[src/rtl/uart_tx_arbiter.sv]
// Round-robin arbiter sharing one UART TX serializer
// between N_REQ byte producers, with idle gap and start timeout.
module uart_tx_arbiter #(
  parameter int N_REQ          = 4,
  parameter int GAP_CYCLES     = 16,
  parameter int TIMEOUT_CYCLES = 1024
) (
  input  logic               clk_i,
  input  logic               rst_i,
  input  logic [N_REQ-1:0]   req_valid_i,
  input  logic [8*N_REQ-1:0] req_data_i,
  output logic [N_REQ-1:0]   req_ready_o,
  output logic [7:0]         tx_data_o,
  output logic               tx_start_o,
  input  logic               tx_busy_i,
  output logic [N_REQ-1:0]   grant_o,
  output logic               active_o,
  output logic               err_timeout_o
);

  localparam int PW = $clog2(N_REQ);
  localparam int TW = $clog2(TIMEOUT_CYCLES + 1);
  localparam int GW = (GAP_CYCLES > 0) ?
                      $clog2(GAP_CYCLES + 1) : 1;
  // Timeout fires on the edge where the count reaches
  // TIMEOUT_CYCLES-1, so the pulse lands TIMEOUT_CYCLES
  // cycles after the start pulse.
  localparam int TO_HIT = (TIMEOUT_CYCLES > 1) ?
                          TIMEOUT_CYCLES - 2 : 0;
  // Zero gap still spends one cycle in GAP.
  localparam int GAP_LAST = (GAP_CYCLES > 0) ?
                            GAP_CYCLES - 1 : 0;

  typedef enum logic [2:0] {
    IDLE,
    START,
    WAIT_BUSY,
    WAIT_DONE,
    GAP
  } state_t;

  state_t        state;
  logic [PW-1:0] ptr;
  logic [TW-1:0] tcnt;
  logic [GW-1:0] gcnt;

  logic [PW-1:0] win;
  logic [PW-1:0] idx;
  logic [PW-1:0] ptr_next;
  logic          found;
  logic          accept;
  logic [7:0]    win_data;

  // Rotating priority search starting at the pointer.
  always_comb begin
    win   = '0;
    idx   = '0;
    found = 1'b0;
    for (int i = 0; i < N_REQ; i++) begin
      idx = PW'((int'(ptr) + i) % N_REQ);
      if (!found && req_valid_i[idx]) begin
        found = 1'b1;
        win   = idx;
      end
    end
  end

  assign accept = (state == IDLE) && !rst_i &&
                  !tx_busy_i && found;

  assign req_ready_o = accept ?
    ({{(N_REQ-1){1'b0}}, 1'b1} << win) : '0;

  assign win_data = req_data_i[{win, 3'b000} +: 8];

  assign ptr_next = (win == PW'(N_REQ - 1)) ?
                    '0 : win + PW'(1);

  // Frame sequencing FSM with registered outputs.
  always_ff @(posedge clk_i or posedge rst_i) begin
    if (rst_i) begin
      state         <= IDLE;
      ptr           <= '0;
      tcnt          <= '0;
      gcnt          <= '0;
      tx_data_o     <= '0;
      tx_start_o    <= 1'b0;
      grant_o       <= '0;
      active_o      <= 1'b0;
      err_timeout_o <= 1'b0;
    end else begin
      tx_start_o    <= 1'b0;
      err_timeout_o <= 1'b0;
      unique case (state)
        IDLE: begin
          if (accept) begin
            tx_data_o  <= win_data;
            grant_o    <= req_ready_o;
            ptr        <= ptr_next;
            tx_start_o <= 1'b1;
            active_o   <= 1'b1;
            state      <= START;
          end
        end
        START: begin
          tcnt  <= '0;
          state <= WAIT_BUSY;
        end
        WAIT_BUSY: begin
          if (tx_busy_i) begin
            state <= WAIT_DONE;
          end else if (tcnt == TW'(TO_HIT)) begin
            tcnt          <= tcnt + TW'(1);
            err_timeout_o <= 1'b1;
            gcnt          <= '0;
            state         <= GAP;
          end else begin
            tcnt <= tcnt + TW'(1);
          end
        end
        WAIT_DONE: begin
          if (!tx_busy_i) begin
            gcnt  <= '0;
            state <= GAP;
          end
        end
        GAP: begin
          if (gcnt == GW'(GAP_LAST)) begin
            grant_o  <= '0;
            active_o <= 1'b0;
            state    <= IDLE;
          end else begin
            gcnt <= gcnt + GW'(1);
          end
        end
        default: state <= IDLE;
      endcase
    end
  end

endmodule

[config.mk]
export PLATFORM = sky130hd
export DESIGN_NAME = uart_tx_arbiter
export DESIGN_NICKNAME = d
export VERILOG_FILES = /design/src/rtl/uart_tx_arbiter.sv
export SDC_FILE = /design/constraint.sdc
export NUM_CORES = 1
export LEC_CHECK = 0
export ABC_AREA = 1
export CAP_MARGIN = 20
export CORE_MARGIN = 2
export CORE_UTILIZATION = 55
export CTS_BUF_LIST = sky130_fd_sc_hd__clkbuf_8
export DETAILED_ROUTE_END_ITERATION = 16
export GPL_ROUTABILITY_DRIVEN = 0
export PLACE_DENSITY = 0.88
export SLEW_MARGIN = 5
export SYNTH_ARGS = -nofsm -noshare
export SYNTH_HDL_FRONTEND = slang
export SYNTH_SLANG_ARGS = --single-unit
[constraint.sdc]
create_clock -name clk_i -period 6.1 [get_ports clk_i]
set_clock_uncertainty 0.05 [all_clocks]
set_input_delay 1.525 -clock clk_i [delete_from_list [all_inputs] [get_ports clk_i]]
set_output_delay 1.525 -clock clk_i [all_outputs]
set_load 0.05 [all_outputs]
# After elaboration in Yosys (flattened, before gate mapping)
# Cells that the tools add are included.
dict set report word_totals {
  reg_bits 36
  in_bits 39
  output_inout_bits 19
  wordCells 97
}
dict set report classes {
  addsub 6
  magnitude_cmp 4
  eq_ne 14
  shifts 2
  muxes 42
  reduce_logical 20
}
# cell n
set op_table {}
lappend op_table {{indexed part select 32 x 6 -> 8 bit} 1}
lappend op_table {{one-hot mux 11 bit (2 select lines)} 1}
lappend op_table {{two-way mux 5 bit} 4}
lappend op_table {{two-way mux 1 bit} 15}
lappend op_table {{two-way mux 3 bit} 5}
lappend op_table {{one-hot mux 3 bit (5 select lines)} 1}
lappend op_table {{one-hot mux 5 bit (3 select lines)} 1}
lappend op_table {{less-than comparator 2 x 3 -> 1 bit (second input constant)} 4}
lappend op_table {{two-way mux 4 bit} 3}
lappend op_table {{inequality test 2 bit (second input constant)} 6}
lappend op_table {{adder 11 x 1 -> 11 bit (second input constant)} 1}
lappend op_table {{equality test 11 x 10 -> 1 bit (second input constant)} 1}
lappend op_table {{two-way mux 11 bit} 1}
lappend op_table {{two-way mux 2 bit} 5}
lappend op_table {{binary-select mux 1 bit (select 2 bit)} 4}
lappend op_table {{one-hot mux 4 bit (2 select lines)} 1}
lappend op_table {{equality test 3 x 2 -> 1 bit (second input constant)} 2}
lappend op_table {{logical AND 1 bit} 6}
lappend op_table {{adder 5 x 1 -> 5 bit (second input constant)} 1}
lappend op_table {{equality test 5 x 4 -> 1 bit (second input constant)} 1}
lappend op_table {{zero test 1 bit} 5}
lappend op_table {{AND reduction 5 bit} 1}
lappend op_table {{adder 2 x 1 -> 2 bit (second input constant)} 2}
lappend op_table {{adder 2 bit (second input constant)} 2}
lappend op_table {{other kinds (12)} 14}

# Logic depth before layout (Yosys ltp)
# Gate-level depths: netlist (run 1).
dict set report logic_depth {
  ltp_word 16
  depth_mapped 16
  ltp_nobuf 15
}

# Worst setup path after synthesis (run 1)
# Ideal clock, no wire load.
dict set report synth_path {
  path_kind {input to output}
  startpoint {input port req_valid_i[3]}
  endpoint {output port req_ready_o[3]}
  arrival_ps 3257
  required_ps 4525
  slack_ps 1268
  stages 13
  n_path_buf 1
  path_cell_list {inv_1 nand2_1 nand3_1 nand2_2 inv_1 nand2_1 nand2_4 nand3_4 buf_12 inv_2 ha_1 inv_1 nor2_1}
}
dict set report synth_between {
  elab_chain_len 14
  word_cells_on_any_way 25
  classes_between {shift: 1; mux: 17; reduce/logical: 7}
}
# item line_no
set synth_lines {}
lappend synth_lines {{start, declared} 10} ;# input logic [N_REQ-1:0] req_valid_i,
lappend synth_lines {{binary-select mux 1 bit (select 2 bit)} 61} ;# if (!found && req_valid_i[idx]) begin
lappend synth_lines {{two-way mux 1 bit (implied by the code)} 61}
lappend synth_lines {{two-way mux 1 bit} 61}
lappend synth_lines {{zero test 1 bit} 61}
lappend synth_lines {{logical AND 1 bit} 61}
lappend synth_lines {{two-way mux 1 bit} 61}
lappend synth_lines {{zero test 1 bit} 61}
lappend synth_lines {{logical AND 1 bit} 61}
lappend synth_lines {{two-way mux 1 bit} 61}
lappend synth_lines {{zero test 1 bit} 61}
lappend synth_lines {{logical AND 1 bit} 61}
lappend synth_lines {{two-way mux 2 bit / two-way mux 1 bit (equally long branches)} 61}
lappend synth_lines {{left shift 1 x 2 -> 4 bit / logical AND 1 bit (equally long branches)} {72, 69}}
lappend synth_lines {{two-way mux 4 bit *} 71} ;# assign req_ready_o = accept ?
lappend synth_lines {{end, declared} 12} ;# output logic [N_REQ-1:0] req_ready_o,
# Every way passes the cells marked *; elsewhere a longest branch is shown, timed or not. The select of a mux whose other input is x is not followed.

# Worst setup path after layout (run 1)
dict set report layout_path {
  startpoint {input port req_valid_i[3]}
  endpoint {output port req_ready_o[0]}
}
# Same word-level chain as after synthesis.

==> results.json, run 1 <==
{
  "worst_slew_pin_slew_ns": 0.540,
  "cts_tree": "built",
  "cts.clk_slew.worst_paths_ns": 0.07,
  "ys_seq_area_share_pct": 37.9,
  "rows": 23,
  "die_h_um": 69.8,
  "clockBufferDepth": 2,
  "tns_ns": 0,
  "critical_path.startpoint_type": "input pin",
  "min_period_over_period_pct": 93.3,
  "cts_root_buffer": "clkbuf_8",
  "critPathKind": "in2out",
  "cts_resized": 0,
  "rr_worst_depth": 13,
  "netlist_instances": 340,
  "io_buffers": 57,
  "synth_area_leaders": "dfrtp_1, nand2_1, inv_1, nand3_1, nand4_1",
  "finalCoreUtilization_pct": 76.0,
  "final_cell_mix": "nand2_1, clkdlybuf4s50_1, inv_1",
  "static-leakage-power_nw": 1.60,
  "final_hold_viol_count": 0,
  "wl_per_cell_um": 12.2,
  "drv_slew": 0,
  "drc": 0,
  "start_util_pct": 58.2,
  "clock.fmax_mhz": 176,
  "fill_cells": 304,
  "place_hpwl_um": 4200,
  "antenna_left": 0,
  "drt_pass1_iterations": 4,
  "io_pins": 58,
  "synthesis.nets": 384,
  "drtIter0Drc": 110,
  "final_common_cell": "nand2_1",
  "status": "finished, final reports clean",
  "nets": 444,
  "setup_violations": 0,
  "layout-drive-gt1-share_pct": 9.48,
  "area_growth_pct": 30.5,
  "die_w_um": 69.8,
  "slew_headroom_pct": 63.9,
  "diodes": 0,
  "rsz0062_at_grt": "no",
  "period_minus_slack_ns": 5.69,
  "ys_warn_count": 0,
  "synth_top_area_share_pct": 37.9,
  "insertion_delay_ns": 0.28,
  "dieArea_um2": 4870,
  "grt_pass1_vias": 2147,
  "vias": 2342,
  "avgViaCountPerCell": 5.19,
  "cts_made_buffers": 5,
  "hp-class": "reg2reg",
  "hold_buffers": 0,
  "finalWirelength_um": 5500,
  "h-tree-depth": 2,
  "power_density_nw_per_um2": 528,
  "antenna_found_initial": 0,
  "path_max_fanout": 18,
  "grt_usage_pct": 23.1,
  "synth_area_um2": 2380,
  "clock_sink_count": 36,
  "synth.distinct_cells": 35,
  "drv_cap": 0,
  "worstPathRequired_ns": 4.53,
  "yosys.area.top_type": "dfrtp_1",
  "dp_slack_ns": 0.431,
  "grt_overflow": 0,
  "cts_setup_buffers": 0,
  "vdd_ir_drop_max_v": 0.000410,
  "syn_area_per_cell_um2": 7.00,
  "grt_pass1_wl_um": 9250,
  "cp-end-kind": "primary output",
  "ys_ff_latch": 36,
  "fin_ws_ns": 0.408,
  "core_um2": 4090,
  "grt_max_degree": 37,
  "whs_path_depth": 1,
  "worstPathArrival_ns": 4.12
}
## final cells by class
cell class              count  area [um^2]  area share [%]
clock buffers               7         96.3            3.10
clock inverters             1         30.0           0.967
inverters                  51          199            6.41
multi-input cells         244         1210            39.1
flip-flops and latches     36          901            29.0
well taps                  50         62.6            2.02
repair buffers             62          603            19.4
## kinds of logic (layout without fill, tap and decap cells)
family	after synthesis	in the layout	share of synthesized area (%)
DFF	36	36	37.9
adders and majority gates	5	5	2.63
xor gates and xnor gates	2	2	0.737
muxes	1	1	0.421
buffers and inverters	60	121	11.2
AOI/OAI and AO/OA	28	28	6.58
and+or+nand+nor	208	208	40.6
## cells in the mapped netlist (all sizes together)
| cell | count |
|---|---|
| nand2 | 123 |
| inv | 51 |
| dfrtp | 36 |
| nand3 | 30 |
| nor2 | 29 |
| nand4 | 18 |
| o21ai | 12 |
| a21oi | 9 |
| buf | 9 |
| ha | 5 |
| nor3 | 4 |
| a31oi | 2 |
| a22o | 1 |
| a31o | 1 |
| and3 | 1 |
| mux2i | 1 |
| nand3b | 1 |
| nor3b | 1 |
| nor4 | 1 |
| o211ai | 1 |
| o22ai | 1 |
| o31ai | 1 |
| xnor2 | 1 |
| xor2 | 1 |
## metal layers
layer	GRT usage, %	up-vias	wire [um]
met5	0	-	0
met4	6.20	0	70
met3	4.65	8	293
met2	39.9	67	2700
met1	29.5	1057	2430
li1	-	1210	-
## final timing paths
path	slack [ns]	endpoint	from
setup / recovery	0.41	req_ready_o[0]	req_valid_i[3]
hold / removal	0.43	tcnt[10]	tcnt[10]
setup reg to reg	3.68	grant_o[3]	ptr[0]
hold reg to reg	0.43	tcnt[10]	tcnt[10]
max in group asynchronous	4.06	tx_data_o[1]	rst_i
min in group asynchronous	1.63	tcnt[10]	rst_i
## worst max-delay path: stages
cell and delay [ns]:
clkdlybuf4s50_1 0.42, inv_1 0.08, nand2_1 0.06, nand3_1 0.14, nand2_2 0.09, nor2_4 0.16
nand3_4 0.22, nand3_4 0.32, nand2_2 0.14, nor2_1 0.13, clkdlybuf4s50_1 0.83
## power breakdown
part | switching [mW] | internal (mW) | leakage, nW
Sequential | 0.0581 | 0.305 | 0.473
Combinational | 0.699 | 0.353 | 1.07
Clock | 0.0810 | 0.144 | 0.0645
## per-stage QoR
step / power, mW / area (um^2) / std cells / hold WS, ns
after floorplan: 1.19 / 2380 / 340 / 0.384
after global placement: 1.39 / 2980 / 443 / 0.398
after detailed placement: 1.41 / 2980 / 443 / 0.407
after CTS: 1.64 / 3100 / 451 / 0.425
after global routing: 1.77 / 3100 / 451 / 0.438
final: 1.64 / 3100 / 451 / 0.425
## flip-flops by register name, indices dropped and copies added, names as in the netlist
register       count
err_timeout_o      1
ptr                2
gcnt               5
tcnt              11
tx_start_o         1
grant_o            4
active_o           1
state              3
tx_data_o          8
No activity file was read; power rests on OpenSTA's default activity.
==> run 2, diff against run 1 <==
- CAP_MARGIN: 20 -> 25
- GPL_TIMING_DRIVEN: default -> 0
- PLACE_DENSITY: 0.88 -> default
- PLACE_DENSITY_LB_ADDON: default -> 0.25
==> run 2 against run 1 <==
Net effect: clock-buffer cell count shrank 1; register-to-register slack better by 0.17 ns; die area stayed put; largest cell class unchanged; largest power group unchanged; highest routed layer unchanged.
==> results.json, run 2 (synthesis results as in run 1) <==
{
  "min_period_over_period_pct": 94.5,
  "grt_usage_pct": 25.3,
  "static-leakage-power_nw": 1.61,
  "cts_resized": 0,
  "grt_max_degree": 22,
  "vias": 2385,
  "pwr-share-comb_pct": 67.8,
  "internal-power_mw": 0.784,
  "timing.hold.ws_ns": 0.421,
  "cp-end-kind": "primary output",
  "antenna_left": 0,
  "drv_slew": 0,
  "top_register": "tcnt",
  "power.switching_mw": 0.857,
  "die_h_um": 69.8,
  "rows": 23,
  "core_um2": 4090,
  "final_hold_viol_count": 0,
  "drv_cap": 0,
  "largest_reg_flops": 11,
  "grt_pass1_wl_um": 9980,
  "insertion_delay_ns": 0.29,
  "setup_violations": 0,
  "io_pins": 58,
  "clock.fmax_mhz": 173,
  "tns_ns": 0,
  "power_density_nw_per_um2": 524,
  "fill_cells": 304,
  "h-tree-depth": 2,
  "rsz0062_at_grt": "no",
  "diodes": 0,
  "cts_made_buffers": 5,
  "dieArea_um2": 4870,
  "drtIter0Drc": 170,
  "grt_overflow": 0,
  "nets": 449,
  "seqPwrFrac_pct": 21.5,
  "rr_worst_depth": 14,
  "path_max_fanout": 10,
  "clockBufferDepth": 2,
  "avgViaCountPerCell": 5.23,
  "place_hpwl_um": 4350,
  "worst_slew_pin_slew_ns": 0.688,
  "finalWirelength_um": 5760,
  "die_w_um": 69.8,
  "area_growth_pct": 31.7,
  "clock_sink_count": 36,
  "hp-class": "reg2reg",
  "worstPathArrival_ns": 4.19,
  "post-route-cell-area_um2": 3130,
  "start_util_pct": 58.2,
  "drt_pass1_iterations": 4,
  "cts_setup_buffers": 0,
  "critical_path.startpoint_type": "input pin",
  "p_sw_share_pct": 52.2,
  "hold_buffers": 0,
  "antenna_found_initial": 0,
  "vdd_ir_drop_max_v": 0.000389,
  "reg_top3": "tcnt (11), tx_data_o (8), gcnt (5)",
  "wl_per_cell_um": 12.6,
  "placed_cells": 448,
  "critPathKind": "in2out",
  "cts_root_buffer": "clkbuf_8",
  "pwr-share-clk_pct": 10.7,
  "grt_pass1_vias": 2284,
  "period_minus_slack_ns": 5.77,
  "whs_path_depth": 1,
  "cts.clk_slew.worst_paths_ns": 0.07,
  "layout-drive-gt1-share_pct": 10.1,
  "worstPathRequired_ns": 4.53,
  "final_common_cell": "nand2_1",
  "drc": 0,
  "io_buffers": 57,
  "cts_tree": "built",
  "status": "finished, final reports clean",
  "slew_headroom_pct": 54.1,
  "instances_no_fill": 456,
  "placed_area_um2": 3040,
  "final_cell_mix": "nand2_1, clkdlybuf4s50_1, inv_1"
}
run 2: changes by cell type in the layout (fill, tap and decap cells not counted), sizes merged:
cell / before / now
clkdlybuf4s50: 55 / 57
buf: 7 / 10
bufinv: 1 / 0
clkbuf: 7 / 6
clkinv: 0 / 2
run 2: final cells by class:
cell class                      count  area, um^2  share of cell area [%]
Buffer                              9        66.3                    2.12
Timing Repair Buffer               58         598                    19.1
Clock inverter                      2        10.0                   0.320
Multi-Input combinational cell    244        1210                    38.7
Clock buffer                        6        82.6                    2.64
Inverter                           51         199                    6.35
Sequential cell                    36         901                    28.8
Tap cell                           50        62.6                    2.00
run 2: path summary, 6_finish.rpt:
path,startpoint,to,slack (ns)
setup / recovery,req_valid_i[3],req_ready_o[3],0.33
min in group asynchronous,rst_i,tcnt[3],1.62
max in group asynchronous,rst_i,tx_data_o[2],3.84
setup reg to reg,ptr[0],grant_o[3],3.85
hold reg to reg,tcnt[10],tcnt[10],0.42
hold / removal,tcnt[10],tcnt[10],0.42
run 2: critical path, cell delays in order:
cell	delay (ns)
clkdlybuf4s50_1	0.48
inv_1	0.05
nand2_1	0.08
nand3_1	0.11
nand2_2	0.12
inv_1	0.08
nand3_2	0.16
nand3_4	0.17
buf_12	0.19
inv_2	0.06
ha_1	0.13
inv_1	0.05
nor2_1	0.16
clkdlybuf4s50_1	0.83
run 2: power groups by stage:
stage | clock [mW] | combinational, mW | sequential (mW)
2_1_floorplan | 0 | 0.722 | 0.468
3_3_place_gp | 0 | 1.08 | 0.353
3_5_place_dp | 0 | 1.10 | 0.354
4_1_cts | 0.178 | 1.11 | 0.352
5_1_grt | 0.188 | 1.24 | 0.361
6_report | 0.175 | 1.11 | 0.353
run 2: per-stage QoR:
stage / util, % / power [mW] / setup WS (ns)
4_1_cts: 76.6 / 1.64 / 0.344
2_1_floorplan: - / 1.19 / 1.27
6_report: 76.6 / 1.64 / 0.334
3_3_place_gp: 73.7 / 1.43 / 0.422
3_5_place_dp: 74.4 / 1.46 / 0.360
5_1_grt: 76.6 / 1.79 / 0.198
run 2: metal layers:
metal	up-vias	track usage (%)	routed length [um]	share of wire [%]
met2	59	43.1	2920	51
met5	-	0	0	0
li1	1219	-	-	-
met1	1103	32.5	2510	44
met4	0	5.56	34	0.59
met3	4	6.25	290	5.0
